`src/rtl/i2s_apb_sched.sv`:
```
// rtl/i2s_apb_sched.sv - APB register front end that schedules single Tx/Rx FIFO accesses for an I2S core.
module i2s_apb_sched #(
    parameter int unsigned TIMEOUT  = 16,
    parameter logic [31:0] CTRL_RST = 32'h0000_0000
) (
    input  logic        pclk,
    input  logic        presetn,
    input  logic        psel,
    input  logic        penable,
    input  logic        pwrite,
    input  logic [31:0] paddr,
    input  logic [31:0] pwdata,
    output logic [31:0] prdata,
    output logic        pready,
    output logic        pslverr,
    input  logic        tx_full,
    output logic        tx_wen,
    output logic [31:0] tx_data,
    input  logic        rx_empty,
    output logic        rx_ren,
    input  logic [31:0] rx_data,
    output logic [31:0] controls
);

    localparam logic [31:0] ADDR_TXDATA = 32'h0000_0000;
    localparam logic [31:0] ADDR_CTRL   = 32'h0000_0004;
    localparam logic [31:0] ADDR_RXDATA = 32'h0000_0008;
    localparam logic [31:0] ADDR_STATUS = 32'h0000_000C;
    localparam logic [7:0]  CNT_LAST    = 8'(TIMEOUT - 1);

    typedef enum logic [2:0] {
        IDLE = 3'd0,
        TXW  = 3'd1,
        RXR  = 3'd2,
        RXC  = 3'd3,
        RESP = 3'd4
    } state_t;

    state_t      state;
    logic [7:0]  cnt;
    logic        tx_timeout;
    logic        rx_timeout;
    logic [31:0] status;

    assign status = {28'd0, rx_timeout, tx_timeout, rx_empty, tx_full};

    // pslverr doubles as the transfer error flag: it is loaded on the way into RESP
    // so it is only ever seen together with pready.
    always_ff @(posedge pclk or negedge presetn) begin
        if (!presetn) begin
            state      <= IDLE;
            cnt        <= 8'd0;
            prdata     <= 32'd0;
            pready     <= 1'b0;
            pslverr    <= 1'b0;
            tx_wen     <= 1'b0;
            rx_ren     <= 1'b0;
            tx_data    <= 32'd0;
            controls   <= CTRL_RST;
            tx_timeout <= 1'b0;
            rx_timeout <= 1'b0;
        end else begin
            tx_wen <= 1'b0;
            rx_ren <= 1'b0;
            case (state)
                IDLE: begin
                    if (psel && penable && !pready) begin
                        cnt <= 8'd0;
                        case (paddr)
                            ADDR_TXDATA: begin
                                if (pwrite) begin
                                    tx_data <= pwdata;
                                    state   <= TXW;
                                end else begin
                                    state   <= RESP;
                                    pready  <= 1'b1;
                                    pslverr <= 1'b1;
                                end
                            end
                            ADDR_CTRL: begin
                                if (pwrite) begin
                                    controls <= pwdata;
                                end else begin
                                    prdata <= controls;
                                end
                                state   <= RESP;
                                pready  <= 1'b1;
                                pslverr <= 1'b0;
                            end
                            ADDR_RXDATA: begin
                                if (!pwrite) begin
                                    state <= RXR;
                                end else begin
                                    state   <= RESP;
                                    pready  <= 1'b1;
                                    pslverr <= 1'b1;
                                end
                            end
                            ADDR_STATUS: begin
                                if (pwrite) begin
                                    if (pwdata[2]) tx_timeout <= 1'b0;
                                    if (pwdata[3]) rx_timeout <= 1'b0;
                                end else begin
                                    prdata <= status;
                                end
                                state   <= RESP;
                                pready  <= 1'b1;
                                pslverr <= 1'b0;
                            end
                            default: begin
                                state   <= RESP;
                                pready  <= 1'b1;
                                pslverr <= 1'b1;
                            end
                        endcase
                    end
                end
                TXW: begin
                    if (!tx_full) begin
                        tx_wen  <= 1'b1;
                        state   <= RESP;
                        pready  <= 1'b1;
                        pslverr <= 1'b0;
                    end else if (cnt == CNT_LAST) begin
                        tx_timeout <= 1'b1;
                        state      <= RESP;
                        pready     <= 1'b1;
                        pslverr    <= 1'b1;
                    end else begin
                        cnt <= cnt + 8'd1;
                    end
                end
                RXR: begin
                    if (!rx_empty) begin
                        rx_ren <= 1'b1;
                        state  <= RXC;
                    end else if (cnt == CNT_LAST) begin
                        rx_timeout <= 1'b1;
                        prdata     <= 32'd0;
                        state      <= RESP;
                        pready     <= 1'b1;
                        pslverr    <= 1'b1;
                    end else begin
                        cnt <= cnt + 8'd1;
                    end
                end
                RXC: begin
                    prdata  <= rx_data;
                    state   <= RESP;
                    pready  <= 1'b1;
                    pslverr <= 1'b0;
                end
                RESP: begin
                    pready  <= 1'b0;
                    pslverr <= 1'b0;
                    state   <= IDLE;
                end
                default: begin
                    state <= IDLE;
                end
            endcase
        end
    end

endmodule

```
`config.mk`:
```
export PLATFORM = sky130hd
export DESIGN_NAME = i2s_apb_sched
export DESIGN_NICKNAME = d
export VERILOG_FILES = /design/src/rtl/i2s_apb_sched.sv
export SDC_FILE = /design/constraint.sdc
export NUM_CORES = 1
export LEC_CHECK = 0
export ABC_AREA = 1
export BUFFER_PORTS_ARGS = -buffer_cell sky130_fd_sc_hd__buf_2
export CAP_MARGIN = 20
export CORE_ASPECT_RATIO = 0.9
export CORE_MARGIN = 2
export CORE_UTILIZATION = 40
export DETAILED_ROUTE_END_ITERATION = 16
export PLACE_DENSITY = 0.73
export SLEW_MARGIN = 10
export SYNTH_ARGS = -nofsm -noshare
export SYNTH_HDL_FRONTEND = slang
export SYNTH_SLANG_ARGS = --single-unit
```
`constraint.sdc`:
```
create_clock -name pclk -period 3.5 [get_ports pclk]
set_clock_uncertainty 0.1 [all_clocks]
set_input_delay 0.7 -clock pclk [delete_from_list [all_inputs] [get_ports pclk]]
set_output_delay 0.7 -clock pclk [all_outputs]
set_load 0.05 [all_outputs]
```
After elaboration in Yosys (flattened, before gate mapping)
Cells that the tools add are included.

operators by class
  muxes and demuxes = 51
  eq/ne operators = 22
  add/sub/neg operators = 1
  reduce and logical (&&, ||, !) cells = 21

operators by type and width
  cell                                                                    number
  32-bit 2-to-1 mux                                                       5
  32-bit case mux with 3 select lines                                     1
  32-bit by 4-bit equality test with 1-bit output, second input constant  2
  32-bit case mux with 2 select lines                                     1
  32-bit by 3-bit equality test with 1-bit output, second input constant  1
  32-bit zero test                                                        1
  8-bit 2-to-1 mux                                                        4
  1-bit 2-to-1 mux                                                        25
  8-bit case mux with 3 select lines                                      1
  7-bit AND reduction                                                     3
  3-bit 2-to-1 mux                                                        6
  2-bit inequality test, second input constant                            8
  3-bit inequality test, second input constant                            4
  3-bit case mux with 4 select lines                                      1
  4-bit AND reduction                                                     3
  5-bit AND reduction                                                     2
  8-bit by 1-bit adder with 8-bit output, second input constant           1
  8-bit by 4-bit equality test with 1-bit output, second input constant   1
  3-bit by 2-bit equality test with 1-bit output, second input constant   2
  1-bit case mux with 2 select lines                                      3
  3-bit case mux with 2 select lines                                      1
  3-bit nonzero test                                                      2
  1-bit case mux with 5 select lines                                      1
  5-bit nonzero test                                                      1
  other kinds (12)                                                        15

storage, ports and cells
  input bits = 103
  output and inout bits = 100
  flip-flop bits (word level) = 113
  word-level logic and storage cells = 106

Depth between registers and ports, before layout
  depth after elaboration = 5
  mapped depth = 13
  mapped depth without buffers = 12

Worst setup path before layout
Ideal clock, no wire load.

  path type = input -> register
  start = input port paddr[15]
  end = register controls[10]
  path slack = 1.435 ns
  data required time = 3.272 ns
  arrival = 1.838 ns
  cell stages on the path = 8
  library setup time = 0.128 ns
  path buffers = 1
  cell sequence = nor2_1 -> nand2_1 -> nor2_1 -> nand2_1 -> nor2_1 -> nand2_2 -> buf_2 -> mux2_1

on the way
  word-level cells in the longest chain between the ends = 2

RTL lines
  what                                             line  source
  start: declaration                               11    input logic [31:0] paddr,
  32-bit by 3-bit equality test with 1-bit output  69    case (paddr)
  4-bit AND reduction (no line)                    -
  end signal: assignment                           82    controls <= pwdata;
  end: declaration                                 22    output logic [31:0] controls

Every way passes these cells.
A chain may end at the register's enable or synchronous reset.

Worst setup path in the final report
  start = input port paddr[13]
  end = register prdata[15]

on the way
  word-level cells in the longest chain between the ends = 4

RTL lines
  what                                                                                                                       line  source
  32-bit by 4-bit equality test with 1-bit output / 32-bit by 3-bit equality test with 1-bit output (equally long branches)  69
  32-bit case mux with 2 select lines                                                                                        69
  32-bit 2-to-1 mux                                                                                                          67    if (psel && penable && !pready) begin
  32-bit case mux with 3 select lines                                                                                        65    case (state)
  end signal: assignment                                                                                                     84    prdata <= controls;
  end signal: assignment                                                                                                     104   prdata <= status;
  end signal: assignment                                                                                                     148   prdata <= rx_data;
  end: declaration                                                                                                           13    output logic [31:0] prdata,

Parallel ways exist; a longest one is shown, timed or not. The select of a mux whose other input is x is not followed.

==> impl_results.md <==
- DRT Wirelength: approximately 15 mm
- Vias in the first global route: ~4900
- Fmax: between 0.3 and 0.4 GHz
- FP Rows: 40
- Largest net degree at the start of global routing: 55
- Non-filler instance count after layout: between 1000 and 1500
- Routed via count: approximately 5000
- Clock transition at the registers of the reported paths: approximately 0.050 ns
- Syn Inst Count: between 600 and 700
- Synthesized area per cell: 7.992 sq um
- Commonest non-fill, non-tap cell in the layout: nand2_1
- Clock buffer depth: 2
- Resize count post-CTS: 0
- Synthesis-stage register bit count: around 110
- RSZ-0062 raised after global routing: no
- MaxCap Viol Count: 0
- VDD IR max: 507.1 uV
- Clk root buf: clkbuf_16
- Detail Route Antenna Nets: 0
- Worst-Margin Slew: 0.8320 ns
- Fin crit period: 2.503 ns
- Outcome: finished clean
- Final Hold Vio Count: 0
- CP Capture Type: flip-flop
- Antenna Cells: 0
- Final nets: between 900 and 1000
- Fraction of layout cells with a size suffix above 1: between 20% and 30%
- Crit Path Max Fanout: 36
- GRT Total Usage: 20.68%
- Worst Path Required: 3.75 ns
- Antenna violations before repair: 0
- Post-DP HPWL: ~11 mm
- Die area: about 0.015 sq mm
- RD Place Congestion: between 0.9 and 1
- # setup viols final: 0
- Netlist Area Pre-Place: between 0.005 and 0.006 sq mm
- Placeable Area: between 0.01 and 0.015 sq mm
- Synthesized Nets: between 700 and 800
- Placed cell count: between 1000 and 1500
- Post-CTS Hold Buffers: 0
- Wirelength per Cell: 13.86 microns
- H-tree depth: 4
- DRC viols: 0
- Area grow syn2layout: 32.43%
- Setup TNS: 0 ns
- Sequential fraction of the synthesis area: around half
- Slew headroom: between 40 and 50%
- Grt total ovfl: 0
- Setup Buffers After CTS: 0
- Total power: around 3.6 mW
- Die span in y: 115.1 microns
- Leakage power: roughly 4.2 nW
- Ys Warns: 0
- Fin worst setup slack: ~1.0 ns
- Clock Latency Late Sink: approximately 0.40 ns
- I/O pin count: around 200
- Die Width: between 100 and 150 microns
- DR pass1 iterations: 5
- Highest-count cells in the layout ignoring fill and taps: nand2_1 (241), buf_2 (201), dfrtp_1 (113), inv_1 (91), nand3_1 (48)
- Starting Density: between 40% and 50%
- Power Density: 497.4 mW/mm^2
- Crit share post-route: between 70% and 80%
- Place WS: roughly 0.57 ns
- CTS tree: done
- CP arrival: ~2.8 ns
- Worst Hold Class: in2async
- Startpoint Class: primary input
- Critical path class: in2reg
- Distinct cells, synth: 31
- Vias per cell: between 4 and 5
- Fin. max-slew vios: 0
- PortBufs: between 200 and 250
- TritonCTS buffer count: 17
- Clock Sinks: about 110
- First-pass GRT wire length: roughly 24 mm
- Initial DRC count: between 200 and 300
- Filler instances: around 1300
## sequential cells by signal, indices dropped and copies added (netlist names)
| name | cells |
|---|---|
| controls | 32 |
| prdata | 32 |
| tx_data | 32 |
| cnt | 8 |
| state | 3 |
| pready | 1 |
| pslverr | 1 |
| rx_ren | 1 |
| rx_timeout | 1 |
| tx_timeout | 1 |
| tx_wen | 1 |
## logic make-up after synthesis
family / count (synthesis) / synth area share [%]
and+or+nand+nor: 362 / 27.76
buffers and inverters: 120 / 8.819
DFF: 113 / 51.50
AOI/OAI and AO/OA: 62 / 5.789
muxes: 28 / 5.743
xor gates and xnor gates: 1 / 0.1596
adders and majority gates: 1 / 0.2279
## metrics by stage
| stage | cell area, sq um | hold WS (ns) | util (%) |
|---|---|---|---|
| global placement | 6663 | 0.3589 | 49.86 |
| CTS | 7271 | 0.2468 | 54.41 |
| floorplan | 5490 | 0.3044 | - |
| global route | 7271 | 0.2570 | 54.41 |
| detailed placement | 6663 | 0.3606 | 49.86 |
| finish | 7271 | 0.2177 | 54.41 |
## cell usage after synthesis
| library cell | number | share of area (%) |
|---|---|---|
| nand2_1 | 242 | 17 |
| dfrtp_1 | 113 | 52 |
| inv_1 | 91 | 6.2 |
| nand3_1 | 48 | 4.4 |
| nor2_1 | 47 | 3.2 |
| o21ai_0 | 44 | 4.0 |
| mux2_1 | 22 | 4.5 |
| a21oi_1 | 14 | 1.3 |
| buf_2 | 9 | 0.82 |
| clkbuf_1 | 9 | 0.62 |
| mux2_2 | 6 | 1.2 |
| nand2_2 | 5 | 0.57 |
| inv_2 | 4 | 0.27 |
| buf_1 | 3 | 0.21 |
| buf_6 | 3 | 0.62 |
| nand3b_1 | 3 | 0.41 |
| nor2_2 | 3 | 0.34 |
| nand2_4 | 2 | 0.41 |
| nand3_2 | 2 | 0.36 |
| nand4_1 | 2 | 0.23 |
| nor2_4 | 2 | 0.41 |
| nor3_1 | 2 | 0.18 |
| nor3_2 | 2 | 0.36 |
| o31ai_1 | 2 | 0.27 |
| a31oi_1 | 1 | 0.11 |
| clkinv_1 | 1 | 0.068 |
| ha_1 | 1 | 0.23 |
| nand4_2 | 1 | 0.23 |
| nor4_1 | 1 | 0.11 |
| o22ai_1 | 1 | 0.11 |
| xnor2_1 | 1 | 0.16 |
## critical path, cell delays in order
cell	delay, ns
buf_2	0.10
nor2_1	0.09
nand2_1	0.06
nor2_1	0.17
nand2_1	0.11
inv_2	0.12
nand2_4	0.25
nand3_1	0.24
clkinv_1	0.12
nor2_4	0.26
buf_4	0.34
nand2_1	0.09
nand2_1	0.07
## where the power goes
group,internal (mW),switching [mW]
clock network,1.20,0.581
logic,0.139,0.328
registers,1.34,0.0311
## final timing paths
path                            cells past startpoint  slack, ns                    from                      end
max in group asynchronous                           2       2.24                 presetn  tx_data[26]$_DFFE_PN0P_
min in group pclk                                   2       0.37  prdata[13]$_DFFE_PN0P_   prdata[13]$_DFFE_PN0P_
worst min register to register                      2       0.37  prdata[13]$_DFFE_PN0P_   prdata[13]$_DFFE_PN0P_
worst max-delay path                               13        1.0               paddr[13]   prdata[15]$_DFFE_PN0P_
worst max register to register                     10       1.04      cnt[0]$_DFFE_PN0P_   prdata[15]$_DFFE_PN0P_
worst min-delay path                                1       0.22                 presetn    prdata[4]$_DFFE_PN0P_
## layer usage
metal / vias up / wire length (microns) / GRT usage [%]
met3: 18 / 1210 / 6.142
li1: 2541 / - / -
met2: 219 / 6738 / 32.83
met5: - / 0 / 0
met1: 2299 / 6728 / 27.23
met4: 0 / 196 / 7.179
## cell type report
type                    count  area (sq um)  share of cell area [%]
inverters                  96         360.3                   4.956
multi-input cells         454          2183                   30.03
flip-flops and latches    113          2828                   38.89
clock inverters            12         165.2                   2.272
clock buffers              19         442.9                   6.092
well taps                 168         210.2                   2.891
repair buffers            211          1081                   14.87
No activity file was read; power rests on OpenSTA's default activity.
